### src/rtl/alu_arbiter.sv
// rtl/alu_arbiter.sv - two-requester round-robin front end for a shared combinational ALU
// Holds one result; a drain and a new grant may share a cycle for full throughput.
module alu_arbiter #(
  parameter int WIDTH = 32
) (
  input  logic             clk,
  input  logic             rst,
  input  logic             req0_valid,
  input  logic [WIDTH-1:0] req0_a,
  input  logic [WIDTH-1:0] req0_b,
  input  logic [2:0]       req0_op,
  output logic             req0_ready,
  input  logic             req1_valid,
  input  logic [WIDTH-1:0] req1_a,
  input  logic [WIDTH-1:0] req1_b,
  input  logic [2:0]       req1_op,
  output logic             req1_ready,
  output logic [WIDTH-1:0] alu_a,
  output logic [WIDTH-1:0] alu_b,
  output logic [2:0]       alu_control,
  input  logic [WIDTH-1:0] alu_out,
  input  logic             alu_zero,
  output logic             rsp_valid,
  output logic             rsp_id,
  output logic [WIDTH-1:0] rsp_data,
  output logic             rsp_zero,
  input  logic             rsp_ready,
  output logic [15:0]      issue_cnt
);

  typedef enum logic {EMPTY = 1'b0, FULL = 1'b1} state_t;

  state_t           r_state;
  state_t           w_state_nxt;
  logic             r_rr;
  logic [WIDTH-1:0] r_rsp_data;
  logic             r_rsp_zero;
  logic             r_rsp_id;
  logic [15:0]      r_issue_cnt;

  logic w_can_accept;
  logic w_gnt0;
  logic w_gnt1;
  logic w_grant;
  logic w_sel;

  // Reset gates acceptance so nothing is granted or counted while rst is low.
  assign w_can_accept = rst && ((r_state == EMPTY) || rsp_ready);
  assign w_gnt0  = w_can_accept && req0_valid && (!r_rr || !req1_valid);
  assign w_gnt1  = w_can_accept && req1_valid && (r_rr || !req0_valid);
  assign w_grant = w_gnt0 || w_gnt1;
  assign w_sel   = w_gnt0 ? 1'b0 : (w_gnt1 ? 1'b1 : r_rr);

  assign req0_ready  = w_gnt0;
  assign req1_ready  = w_gnt1;
  assign alu_a       = w_sel ? req1_a  : req0_a;
  assign alu_b       = w_sel ? req1_b  : req0_b;
  assign alu_control = w_sel ? req1_op : req0_op;

  assign rsp_id    = r_rsp_id;
  assign rsp_data  = r_rsp_data;
  assign rsp_zero  = r_rsp_zero;
  assign issue_cnt = r_issue_cnt;

  always_ff @(posedge clk) begin
    if (!rst) begin
      r_state <= EMPTY;
    end else begin
      r_state <= w_state_nxt;
    end
  end

  always_comb begin
    w_state_nxt = r_state;
    case (r_state)
      EMPTY: if (w_grant) w_state_nxt = FULL;
      FULL: begin
        if (w_grant)        w_state_nxt = FULL;
        else if (rsp_ready) w_state_nxt = EMPTY;
      end
      default: w_state_nxt = EMPTY;
    endcase
  end

  always_comb begin
    rsp_valid = (r_state == FULL);
  end

  always_ff @(posedge clk) begin
    if (!rst) begin
      r_rr        <= 1'b0;
      r_rsp_data  <= '0;
      r_rsp_zero  <= 1'b0;
      r_rsp_id    <= 1'b0;
      r_issue_cnt <= 16'd0;
    end else if (w_grant) begin
      r_rr        <= ~w_sel;
      r_rsp_data  <= alu_out;
      r_rsp_zero  <= alu_zero;
      r_rsp_id    <= w_sel;
      if (r_issue_cnt != 16'hFFFF) r_issue_cnt <= r_issue_cnt + 16'd1;
    end
  end

endmodule

### config.mk
export PLATFORM = sky130hd
export DESIGN_NAME = alu_arbiter
export DESIGN_NICKNAME = d
export VERILOG_FILES = /design/src/rtl/alu_arbiter.sv
export SDC_FILE = /design/constraint.sdc
export NUM_CORES = 1
export LEC_CHECK = 0
export ABC_AREA = 1
export BUFFER_PORTS_ARGS = -buffer_cell sky130_fd_sc_hd__buf_2
export CORE_AREA = 2 2 114 116
export CTS_BUF_LIST = sky130_fd_sc_hd__clkbuf_16
export DETAILED_ROUTE_END_ITERATION = 8
export DIE_AREA = 0 0 116 118
export PLACE_DENSITY = 0.65
export SLEW_MARGIN = 20
export SYNTH_ARGS = -nofsm -noshare
export SYNTH_HDL_FRONTEND = slang
export SYNTH_SLANG_ARGS = --single-unit
### constraint.sdc
create_clock -name clk -period 1.4 [get_ports clk]
set_input_delay 0.14 -clock clk [delete_from_list [all_inputs] [get_ports clk]]
set_output_delay 0.14 -clock clk [all_outputs]
set_load 0.05 [all_outputs]
# ---- Yosys cells after proc, flatten, opt, wreduce, memory -nomap -nowiden
# Cells that the tools add are included.
dict set report word_totals {
  register_bits 52
  output_inout_bits 120
  word_cells 32
}
dict set report classes {
  add_sub_neg 1
  n_eq_ne 1
  mux 9
  bitwise_logic 2
  reduce_logical 13
}
# cell count
set ops {}
lappend ops {{$mux W32} 2}
lappend ops {{$add A16 B1 Y16 const B} 1}
lappend ops {{$ne A16 B16 Y1 const B} 1}
lappend ops {{$logic_and A1 B1 Y1} 5}
lappend ops {{$mux W1} 5}
lappend ops {{$logic_or A1 B1 Y1} 4}
lappend ops {{$logic_not A1 Y1} 3}
lappend ops {{$mux W3} 1}
lappend ops {{$not A1 Y1} 2}
lappend ops {{$pmux W1 S2} 1}
lappend ops {{$reduce_and A2 Y1} 1}

# ---- Longest topological paths before layout
# Gate-level depths: netlist of run 1.
dict set report depth {
  depth_word 8
  mapped_depth 11
}

# ---- Worst setup path after synthesis of run 1
# No wires, ideal clock.
dict set report synth_path {
  path_type {flip-flop to output port}
  startpoint {register r_state (netlist: rsp_valid)}
  endpoint {output alu_a[14]}
  arrival_ns 2.572
  path_slack_ns -1.312
  stages_incl_launch_ff 8
  n_path_buf 1
  cell_sequence {dfxtp_1 > nand2_1 > nand2_2 > nor2_2 > inv_2 > o21ai_4 > clkbuf_1 > o21ai_0}
}
# item line_no
set synth_rtl {}
lappend synth_rtl {{start, declared} 33} ;# state_t r_state;
lappend synth_rtl {{start signal, assigned} 69} ;# r_state <= w_state_nxt;
lappend synth_rtl {{$not A1 Y1} n/a}
lappend synth_rtl {{$logic_or A1 B1 Y1} 48} ;# assign w_can_accept = rst && ((r_state == EMPTY) || rsp_ready);
lappend synth_rtl {{$logic_and A1 B1 Y1} 48}
lappend synth_rtl {{$logic_and A1 B1 Y1 (2 in series)} 49} ;# assign w_gnt0 = w_can_accept && req0_valid && (!r_rr || !req1_valid);
lappend synth_rtl {{net req0_ready} 12} ;# output logic req0_ready,
lappend synth_rtl {{$mux W1} 52} ;# assign w_sel = w_gnt0 ? 1'b0 : (w_gnt1 ? 1'b1 : r_rr);
lappend synth_rtl {{$mux W32} 56} ;# assign alu_a = w_sel ? req1_a : req0_a;
lappend synth_rtl {{end, declared} 18} ;# output logic [WIDTH-1:0] alu_a,
# The timed path passes the listed nets, and every way through them passes these cells.

# ---- Final worst setup path of run 1
dict set report layout_path {
  startpoint {register r_rr}
  endpoint {output alu_b[15]}
}
dict set report layout_via {
  elab_chain_len 5
}
# item line_no
set layout_lines {}
lappend layout_lines {{start, declared} 35} ;# logic r_rr;
lappend layout_lines {{start signal, assigned} 97} ;# r_rr <= ~w_sel;
lappend layout_lines {{$logic_or A1 B1 Y1 / $logic_not A1 Y1 (equally long branches)} {50, 49}}
lappend layout_lines {{$logic_and A1 B1 Y1 / $logic_or A1 B1 Y1 (equally long branches)} {50, 49}}
lappend layout_lines {{$mux W1 / $logic_and A1 B1 Y1 (equally long branches)} {52, 49}}
lappend layout_lines {{$mux W1 (*)} 52}
lappend layout_lines {{$mux W32 (*)} 57} ;# assign alu_b = w_sel ? req1_b : req0_b;
lappend layout_lines {{end, declared} 19} ;# output logic [WIDTH-1:0] alu_b,
# Every way passes the cells marked *; elsewhere a longest branch is shown, timed or not.

==> flow_summary.json, run 1 <==
{
  "status": "finished with violations",
  "violations": "setup timing",
  "die_x_um": 116,
  "violation_count_after_the_first_detailed_route_iteration": 198,
  "vias": 4663,
  "wire_length_of_the_first_global_routing_pass_um": 21480,
  "initial_core_utilization_pct": 26.25,
  "cts_hold_buffers": 0,
  "cts-htree-levels": 2,
  "hold-path-endpoint": "rsp_data[26]",
  "global_route.usage.met2_pct": 37.50,
  "rsz_0062_raised_after_global_routing": "true",
  "die-area_um2": 13690,
  "worstReg2RegStart": "r_rr",
  "drt_wl_total_um": 15040,
  "fillers": 1070,
  "timing.hold.worst_path_depth": 3,
  "seq_area_frac_synth_pct": 31.94,
  "layout-drive-gt1-share_pct": 64.63,
  "timing_max_transition_violations_final": 0,
  "fp-row-count": 41,
  "ff2ff_setup_slack_ps": -240,
  "grt_start_max_net_pins": 48,
  "max-clock-path-buffers": 2,
  "post_synth_instance_area_um2": 3259,
  "final-hold-violation-count": 0,
  "met3_usage_pct": 3.502,
  "grt_util_met1_pct": 21.20,
  "boundaryPins": 292,
  "global_route.peak_usage_layer": "met2",
  "power_density_nw_per_um2": 1017,
  "final-setup-viol-count": 117,
  "clk_root_buffer_cell": "sky130_fd_sc_hd__clkbuf_16",
  "dpl-instance-area_um2": 6102,
  "wl_per_cell_um": 14.20,
  "layout.cells.non_filler": 1059,
  "setup.worst_path.end_class": "output pin",
  "grt_pass1_vias": 4498,
  "detail-route-antenna-nets": 0,
  "finalCriticalPeriod_ps": 1910,
  "synthesis_to_finish_area_growth_pct": 131.3,
  "vdd.ir_drop.worst_uv": 996.1,
  "clock_skew_ps": 4.381,
  "worst_slew_pin_slew_ps": 508.6,
  "drc": 0,
  "layout.core_utilization_pct": 60.73,
  "number_of_antenna_violations_at_the_first_check_in_global_routing": 2,
  "gpl.final_weighted_congestion": 0.8674,
  "ys_warn_count": 0,
  "max_slew_margin_pct": 66.10,
  "static_power_due_to_leakage_nw": 3.852,
  "synth_nets": 714,
  "synthDistinctLibCells": 25,
  "worst_skew_pair.late_latency_ps": 290,
  "hold_path.class": "in2reg",
  "timing.hold.worst.start": "alu_out[26]",
  "initial_drt_pass_iterations": 5,
  "fmax_mhz": 523.6,
  "dpl.cell_count": 1026,
  "postSynthRegisterBits": 52,
  "path_clk_slew_ps": 70,
  "die-height_um": 118,
  "crit_path_start_kind": "flop",
  "cts_tree": "built",
  "grt.overflow.total": 0,
  "worstPathMaxFanout": 15,
  "cts_inserted_buffers": 5,
  "synthesis.instances": 541,
  "port_buffers": 291,
  "setup_slack_ps": -509.8,
  "clock_sink_count": 52,
  "core_area_um2": 12410,
  "track_usage_pct": 19.48,
  "hpwl_detailed_um": 10870,
  "maxCapViolations": 0,
  "timing.critical_path.required_ps": 1260,
  "timing.reg2reg.worst_path_depth": 12,
  "final.period_utilization_pct": 136.4,
  "r2r_end": "issue_cnt[10]",
  "syn-mean-instance-area_um2": 6.025,
  "viasPerCell": 4.403,
  "worst-endpoint-arrival_ps": 1770,
  "path_class": "reg2out",
  "final_cell_area_um2": 7540,
  "design.final.nets": 1057
}
layout make-up:
cell class	instances	area, um2	share of cell area [%]
timing repair buffer	361	2922	38.75
multi-input combinational	376	2846	37.75
sequential	52	1071	14.21
inverter	88	337.8	4.481
tap	172	215.2	2.854
clock buffer	5	125.1	1.659
clock inverter	3	17.52	0.2323
antenna	2	5.005	0.06638
where the power goes:
group	switching (mW)	internal [mW]	leakage [nW]	total, mW
clock network	0.545	0.658	0.0678	1.20
logic	2.88	1.88	3.35	4.75
registers	0.0965	1.61	0.437	1.71
total	3.52	4.15	3.85	7.67
synth_stat cells:
cell type                  number  area (um2)
sky130_fd_sc_hd__a21oi_1        6       30.03
sky130_fd_sc_hd__a21oi_2        1       8.760
sky130_fd_sc_hd__a21oi_4        1       16.27
sky130_fd_sc_hd__buf_2         10       50.05
sky130_fd_sc_hd__buf_4          1       7.510
sky130_fd_sc_hd__buf_6         12       135.1
sky130_fd_sc_hd__clkbuf_1       5       18.77
sky130_fd_sc_hd__dfxtp_1       52        1041
sky130_fd_sc_hd__ha_1           1       12.51
sky130_fd_sc_hd__inv_1         85       319.1
sky130_fd_sc_hd__inv_2          3       11.26
sky130_fd_sc_hd__nand2_1      123       461.7
sky130_fd_sc_hd__nand2_2        4       25.02
sky130_fd_sc_hd__nand2_4        2       22.52
sky130_fd_sc_hd__nand3_1       10       50.05
sky130_fd_sc_hd__nand4_1        6       37.54
sky130_fd_sc_hd__nor2_1       106       397.9
sky130_fd_sc_hd__nor2_2         1       6.260
sky130_fd_sc_hd__nor2_8         1       20.02
sky130_fd_sc_hd__o21ai_0       53       265.3
sky130_fd_sc_hd__o21ai_1       51       255.2
sky130_fd_sc_hd__o21ai_4        1       16.27
sky130_fd_sc_hd__o31ai_1        1       7.510
sky130_fd_sc_hd__xnor2_1        1       8.760
sky130_fd_sc_hd__xor2_1         4       35.03
layer usage:
layer	vias to the layer above	wire [um]	part of all wire, %
li1	2355	-	-
met1	2123	5560	37
met2	167	8295	55
met3	18	932	6.2
met4	0	251	1.7
met5	-	0	0
registers in the layout (all words and copies together) (netlist names):
| signal | cells |
|---|---|
| rsp_valid | 1 |
| rsp_zero | 1 |
| issue_cnt | 16 |
| rsp_data | 32 |
| rsp_id | 1 |
| r_rr | 1 |
cells by family after synthesis:
kind of cell	Yosys count	synth area share [%]
AO/OA/AOI/OAI	114	18.39
XOR/XNOR	5	1.344
adder cells (fa/ha/maj)	1	0.3838
buffers and inverters	116	16.62
flip-flops	52	31.94
AND/OR/NAND/NOR	253	31.32
what timing repair did:
item / 4_1_cts / 5_1_grt
pin swaps: 7 / 23
setup endpoints to repair: 93 / 118
gates cloned: 5 / 4
gates resized for setup: 173 / 135
buffers inserted: 4 / 12
worst max path at each step:
stage	slack, ps	to	cells after the start	startpoint
3_3_place_gp	-300	alu_a[10]	10	r_rr
6_report	-510	alu_b[15]	10	r_rr
5_1_grt	-610	alu_b[13]	10	r_rr
4_1_cts	-530	alu_b[27]	9	r_rr
3_5_place_dp	-320	alu_a[10]	10	r_rr
2_1_floorplan	-430	alu_a[5]	9	rsp_valid
worst max-delay path, cell delays in order, from the launching register on:
cell,delay (ps)
sky130_fd_sc_hd__dfxtp_2,330
sky130_fd_sc_hd__inv_2,60
sky130_fd_sc_hd__nand2_2,60
sky130_fd_sc_hd__nand2_4,80
sky130_fd_sc_hd__nor2_8,50
sky130_fd_sc_hd__o21ai_4,180
sky130_fd_sc_hd__buf_12,210
sky130_fd_sc_hd__buf_12,160
sky130_fd_sc_hd__nand2_1,100
sky130_fd_sc_hd__o21ai_4,70
sky130_fd_sc_hd__buf_6,170
layout by cell type (no fill, tap or decap), drive strengths merged:
master and n:
o21ai 105, clkinv 1, nand3 10, dfxtp 52, nand4 6, buf 359
inv 89, a21oi 8, nand2 132, ha 1, xor2 4, o31ai 1
xnor2 1, clkbuf 7, clkinvlp 1, diode 2, nor2 108
per-stage QoR:
step / worst slack [ps] / hold slack (ps) / TNS (ps) / total power [mW]
6_report: -509.8 / 60.34 / -39560 / 7.665
5_1_grt: -607.0 / 80.11 / -49600 / 8.018
4_1_cts: -530.1 / 61.18 / -33770 / 7.341
3_5_place_dp: -322.6 / 366.9 / -18800 / 5.534
3_3_place_gp: -303.6 / 361.1 / -17520 / 5.513
2_1_floorplan: -434.2 / 274.9 / -26190 / 4.469
Power figures use the tool's default switching activity.
==> run 2, diff against run 1 <==
--- a/config.mk
+++ b/config.mk
@@ -7,11 +7,14 @@
 export LEC_CHECK = 0
 export ABC_AREA = 1
 export BUFFER_PORTS_ARGS = -buffer_cell sky130_fd_sc_hd__buf_2
-export CORE_AREA = 2 2 114 116
+export CELL_PAD_IN_SITES_DETAIL_PLACEMENT = 0
+export CELL_PAD_IN_SITES_GLOBAL_PLACEMENT = 1
+export CORE_ASPECT_RATIO = 1.4
+export CORE_MARGIN = 2
+export CORE_UTILIZATION = 21
 export CTS_BUF_LIST = sky130_fd_sc_hd__clkbuf_16
 export DETAILED_ROUTE_END_ITERATION = 8
-export DIE_AREA = 0 0 116 118
-export PLACE_DENSITY = 0.65
+export PLACE_DENSITY = 0.81
 export SLEW_MARGIN = 20
 export SYNTH_ARGS = -nofsm -noshare
 export SYNTH_HDL_FRONTEND = slang
==> run 2 against run 1 <==
Core utilization is 10 points lower; register-to-register slack better by 20 ps; combinational power is essentially flat; the flow still finishes with violations (setup timing); global-route usage fell by 1.2 points; total power grew 1.0%; worst setup slack got worse by 31 ps; sequential power about the same; worst hold slack got worse by 16 ps; wire length rose by 12%; clock power up 5%.
==> flow_summary.json, run 2 (synthesis results as in run 1) <==
{
  "final_cell_area_um2": 7600,
  "hpwl_detailed_um": 12640,
  "clock_skew_ps": 5.582,
  "crit_path_max_incr_delay_ps": 360,
  "gpl.final_weighted_congestion": 0.8082,
  "design.final.nets": 1064,
  "grt_pass1_vias": 4529,
  "number_of_antenna_violations_at_the_first_check_in_global_routing": 13,
  "max_slew_margin_pct": 61.35,
  "timing.hold.worst.start": "alu_out[26]",
  "grt.overflow.total": 0,
  "worst-endpoint-arrival_ps": 1800,
  "fp-row-count": 53,
  "timing.critical_path.required_ps": 1260,
  "static_power_due_to_leakage_nw": 3.868,
  "dpl-instance-area_um2": 6132,
  "worst_slew_pin_slew_ps": 579.8,
  "cts_tree": "built",
  "final-hold-violation-count": 0,
  "violations": "setup timing",
  "initial_core_utilization_pct": 21.56,
  "timing.reg2reg.worst_path_depth": 12,
  "r2r_end": "issue_cnt[12]",
  "hold_path.class": "in2reg",
  "critical-path-top-delay-family": "buffers and inverters",
  "port_buffers": 291,
  "maxCapViolations": 0,
  "die-height_um": 151.4,
  "finalCriticalPeriod_ps": 1941,
  "ff2ff_setup_slack_ps": -220,
  "worstPathMaxFanout": 15,
  "die_x_um": 109.3,
  "hold-path-endpoint": "rsp_data[26]",
  "initial_drt_pass_iterations": 4,
  "worstReg2RegStart": "r_rr",
  "cts_inserted_buffers": 5,
  "place_ws_ps": -397.8,
  "path_clk_slew_ps": 70,
  "synthesis_to_finish_area_growth_pct": 133.2,
  "setup_slack_ps": -541.2,
  "setup.worst_path.end_class": "output pin",
  "crit_path_start_kind": "flop",
  "status": "finished with violations",
  "vdd.ir_drop.worst_uv": 866.4,
  "max-clock-path-buffers": 2,
  "detail-route-antenna-nets": 0,
  "viasPerCell": 4.337,
  "timing_max_transition_violations_final": 0,
  "drt_wl_total_um": 16780,
  "grt_start_max_net_pins": 48,
  "clk_root_buffer_cell": "sky130_fd_sc_hd__clkbuf_16",
  "boundaryPins": 292,
  "path_class": "reg2out",
  "vias": 4740,
  "core_area_um2": 15120,
  "final.period_utilization_pct": 138.7,
  "layout-drive-gt1-share_pct": 63.90,
  "die-area_um2": 16550,
  "crit_chain": "inv_2, nand2_2, nand2_4, nor2_8, o21ai_4, buf_12, buf_12, buf_6, o21ai_4, buf_8",
  "worst_skew_pair.late_latency_ps": 300,
  "rsz_0062_raised_after_global_routing": "true",
  "track_usage_pct": 18.24,
  "largest_reg_flops": 32,
  "cts-htree-levels": 2,
  "timing.critical_path.buf_inv": 5,
  "layout_common_cells": "sky130_fd_sc_hd__buf_2, sky130_fd_sc_hd__nor2_1, sky130_fd_sc_hd__inv_1",
  "clock_sink_count": 52,
  "power_density_nw_per_um2": 1019,
  "wl_per_cell_um": 15.35,
  "final-setup-viol-count": 117,
  "timing.hold.worst_path_depth": 3,
  "most_common_library_cell_in_the_layout_ignoring_fill_and_taps": "sky130_fd_sc_hd__buf_2",
  "violation_count_after_the_first_detailed_route_iteration": 161,
  "wire_length_of_the_first_global_routing_pass_um": 22900,
  "critical-path-slowest-cell": "sky130_fd_sc_hd__dfxtp_4",
  "fmax_mhz": 515.1,
  "drc": 0
}
[run 2: through the flow]
| step | utilization (%) | instances | power [mW] | hold slack (ps) | setup TNS (ps) |
|---|---|---|---|---|---|
| after floorplan | - | 541 | 4.469 | 274.9 | -26190 |
| after global placement | 40.56 | 1052 | 5.502 | 361.0 | -25290 |
| after detailed placement | 40.56 | 1052 | 5.522 | 368.1 | -27230 |
| after CTS | 46.18 | 1068 | 7.418 | 36.91 | -33000 |
| after global routing | 50.23 | 1091 | 8.086 | 37.77 | -49640 |
| final | 50.26 | 1093 | 7.745 | 44.12 | -40660 |
[run 2: worst register-to-register path, delay by kind of cell, from the launching register on]
family,cells,cell delay (ps)
AND/OR/NAND/NOR,5,330
AO/OA/AOI/OAI,1,140
buffers and inverters,6,710
flip-flops,1,360
[run 2: how the worst max path moves through the flow]
stage	start	endpoint	slack, ps	cells past startpoint
after detailed placement	r_rr	alu_b[1]	-400	10
after global placement	r_rr	alu_a[29]	-380	10
after global routing	r_rr	alu_a[11]	-610	10
after CTS	rsp_valid	alu_a[29]	-550	10
after floorplan	rsp_valid	alu_a[5]	-430	9
final	r_rr	alu_a[14]	-540	10
[run 2: cell type report]
type,instances,area [um2]
flip-flops and latches,52,1074
fillers,1431,7520
clock inverters,3,17.52
well taps,192,240.2
multi-input cells,376,2808
diodes,9,22.52
repair buffers,368,2975
clock buffers,5,125.1
inverters,88,337.8
[run 2: routing by layer]
layer  track usage (%)  vias up  part of all wire [%]  routed length [um]
li1                  -     2388                     -                   -
met4             7.911        8                   2.2                 373
met5                 0        -                  0.31                  52
met3             6.583       27                   9.7                1625
met1             20.06     2093                    38                6400
met2             31.30      224                    50                8331
[run 2: timing repair]
action | in CTS | in global routing
hold buffers | 0 | 0
endpoints found under the setup margin | 116 | 118
gates cloned | 3 | 9
pin swaps | 11 | 45
setup buffers | 5 | 7
resized for setup | 187 | 126
[run 2: power breakdown]
group | leakage, nW | total, mW | internal [mW] | switching (mW)
clock | 0.0717 | 1.26 | 0.662 | 0.594
sequential | 0.437 | 1.72 | 1.61 | 0.104
combinational | 3.36 | 4.77 | 1.89 | 2.88
total | 3.87 | 7.74 | 4.16 | 3.58
==> run 3, diff against run 2 <==
--- a/config.mk
+++ b/config.mk
@@ -15,6 +15,7 @@
 export CTS_BUF_LIST = sky130_fd_sc_hd__clkbuf_16
 export DETAILED_ROUTE_END_ITERATION = 8
 export PLACE_DENSITY = 0.81
+export SKIP_CTS_REPAIR_TIMING = 1
 export SLEW_MARGIN = 20
 export SYNTH_ARGS = -nofsm -noshare
 export SYNTH_HDL_FRONTEND = slang
==> run 3 against run 2 <==
The flow still finishes with violations (setup timing); worst hold slack better by 13 ps; maximum frequency is 1.4% lower; clock skew is 1.8 ps higher; critical path depth stayed put; register-to-register slack worse by 50 ps; critical path type unchanged.
==> flow_summary.json, run 3 (synthesis results as in run 1) <==
{
  "drc": 0,
  "grt_start_max_net_pins": 48,
  "die-height_um": 151.4,
  "vdd.ir_drop.worst_uv": 774.9,
  "final-hold-violation-count": 0,
  "grt_pass1_vias": 4326,
  "wire_length_of_the_first_global_routing_pass_um": 21810,
  "largest_reg_flops": 32,
  "grt.overflow.total": 0,
  "worst_slew_pin_slew_ps": 450.9,
  "design.final.nets": 1053,
  "wl_per_cell_um": 14.78,
  "max_slew_margin_pct": 69.94,
  "worstReg2RegStart": "r_rr",
  "crit_path_max_incr_delay_ps": 370,
  "track_usage_pct": 17.37,
  "worstPathMaxFanout": 19,
  "power_density_nw_per_um2": 1039,
  "initial_core_utilization_pct": 21.56,
  "crit_chain": "inv_2, nand2_2, nand2_4, nor2_8, o21ai_4, buf_12, buf_12, buf_4, o21ai_4, buf_6",
  "boundaryPins": 292,
  "worstSetupStartpoint": "r_rr",
  "worst_skew_pair.late_latency_ps": 300,
  "drt_wl_total_um": 15950,
  "fmax_mhz": 507.8,
  "cts_tree": "built",
  "maxCapViolations": 0,
  "place_ws_ps": -397.8,
  "critical-path-slowest-cell": "sky130_fd_sc_hd__dfxtp_4",
  "die-area_um2": 16550,
  "violation_count_after_the_first_detailed_route_iteration": 133,
  "ff2ff_setup_slack_ps": -270,
  "crit_path_start_kind": "flop",
  "fp-row-count": 53,
  "setup_slack_ps": -569.5,
  "max-clock-path-buffers": 2,
  "dpl-instance-area_um2": 6132,
  "synthesis_to_finish_area_growth_pct": 119.2,
  "final.period_utilization_pct": 140.7,
  "layout_common_cells": "sky130_fd_sc_hd__buf_2, sky130_fd_sc_hd__nor2_1, sky130_fd_sc_hd__inv_1",
  "layout.core_utilization_pct": 47.26,
  "timing_max_transition_violations_final": 0,
  "cts_inserted_buffers": 5,
  "path_clk_slew_ps": 70,
  "hold_path.class": "in2reg",
  "worst-endpoint-arrival_ps": 1830,
  "gpl.final_weighted_congestion": 0.8082,
  "most_common_library_cell_in_the_layout_ignoring_fill_and_taps": "sky130_fd_sc_hd__buf_2",
  "cts-htree-levels": 2,
  "hpwl_detailed_um": 12640,
  "power.total_mw": 7.421,
  "layout-drive-gt1-share_pct": 59.36,
  "rsz_0062_raised_after_global_routing": "true",
  "clock_skew_ps": 7.359,
  "final-setup-viol-count": 117,
  "path_class": "reg2out",
  "initial_drt_pass_iterations": 4,
  "violations": "setup timing",
  "vias": 4618,
  "finalCriticalPeriod_ps": 1969,
  "status": "finished with violations",
  "cp-endpoint": "alu_b[17]",
  "setup.worst_path.end_class": "output pin",
  "r2r_end": "issue_cnt[5]",
  "timing.reg2reg.worst_path_depth": 11,
  "final_cell_area_um2": 7146,
  "clk_root_buffer_cell": "sky130_fd_sc_hd__clkbuf_16",
  "tns_ps": -43890,
  "number_of_antenna_violations_at_the_first_check_in_global_routing": 10,
  "detail-route-antenna-nets": 0,
  "core_area_um2": 15120,
  "static_power_due_to_leakage_nw": 3.756,
  "port_buffers": 291,
  "clock_sink_count": 52,
  "timing.critical_path.required_ps": 1260,
  "viasPerCell": 4.280,
  "die_x_um": 109.3,
  "fillers": 1524
}
[run 3: report_power, final]
group | switching, mW | internal, mW
Combinational | 2.77 | 1.68
Clock | 0.596 | 0.662
Sequential | 0.0948 | 1.61
[run 3: how the worst min path moves through the flow]
stage	from	end	slack (ps)	cells after the start
after floorplan	alu_out[10]	rsp_data[10]	270	2
after global placement	alu_out[18]	rsp_data[18]	360	3
after detailed placement	alu_out[22]	rsp_data[22]	370	3
after CTS	alu_out[28]	rsp_data[28]	50	3
after global routing	alu_out[30]	rsp_data[30]	50	3
final	alu_out[1]	rsp_data[1]	60	3
[run 3: final cells by class]
cell class / count / area [um2] / area share (%)
multi-input combinational: 376 / 2643 / 36.98
antenna: 6 / 15.01 / 0.2101
clock buffer: 5 / 125.1 / 1.751
clock inverter: 3 / 17.52 / 0.2451
inverter: 88 / 332.8 / 4.658
timing repair buffer: 357 / 2699 / 37.77
sequential: 52 / 1074 / 15.02
tap: 192 / 240.2 / 3.362
[run 3: per-stage QoR]
| step | instances | hold slack (ps) |
|---|---|---|
| floorplan | 541 | 274.9 |
| global placement | 1052 | 361.0 |
| detailed placement | 1052 | 368.1 |
| CTS | 1060 | 49.68 |
| global route | 1078 | 49.95 |
| finish | 1079 | 56.96 |
[run 3: worst max-delay path, delay by kind of cell (launching register included)]
kind,cells,cell delay [ps]
AO/OA/AOI/OAI,2,200
buffers and inverters,5,690
flip-flops,1,370
AND/OR/NAND/NOR,3,250
[run 3: metal layers]
layer	GRT usage, %	wire length [um]
met1	19.77	6192
met2	29.19	7749
met3	6.110	1630
met4	7.405	326
met5	0	46
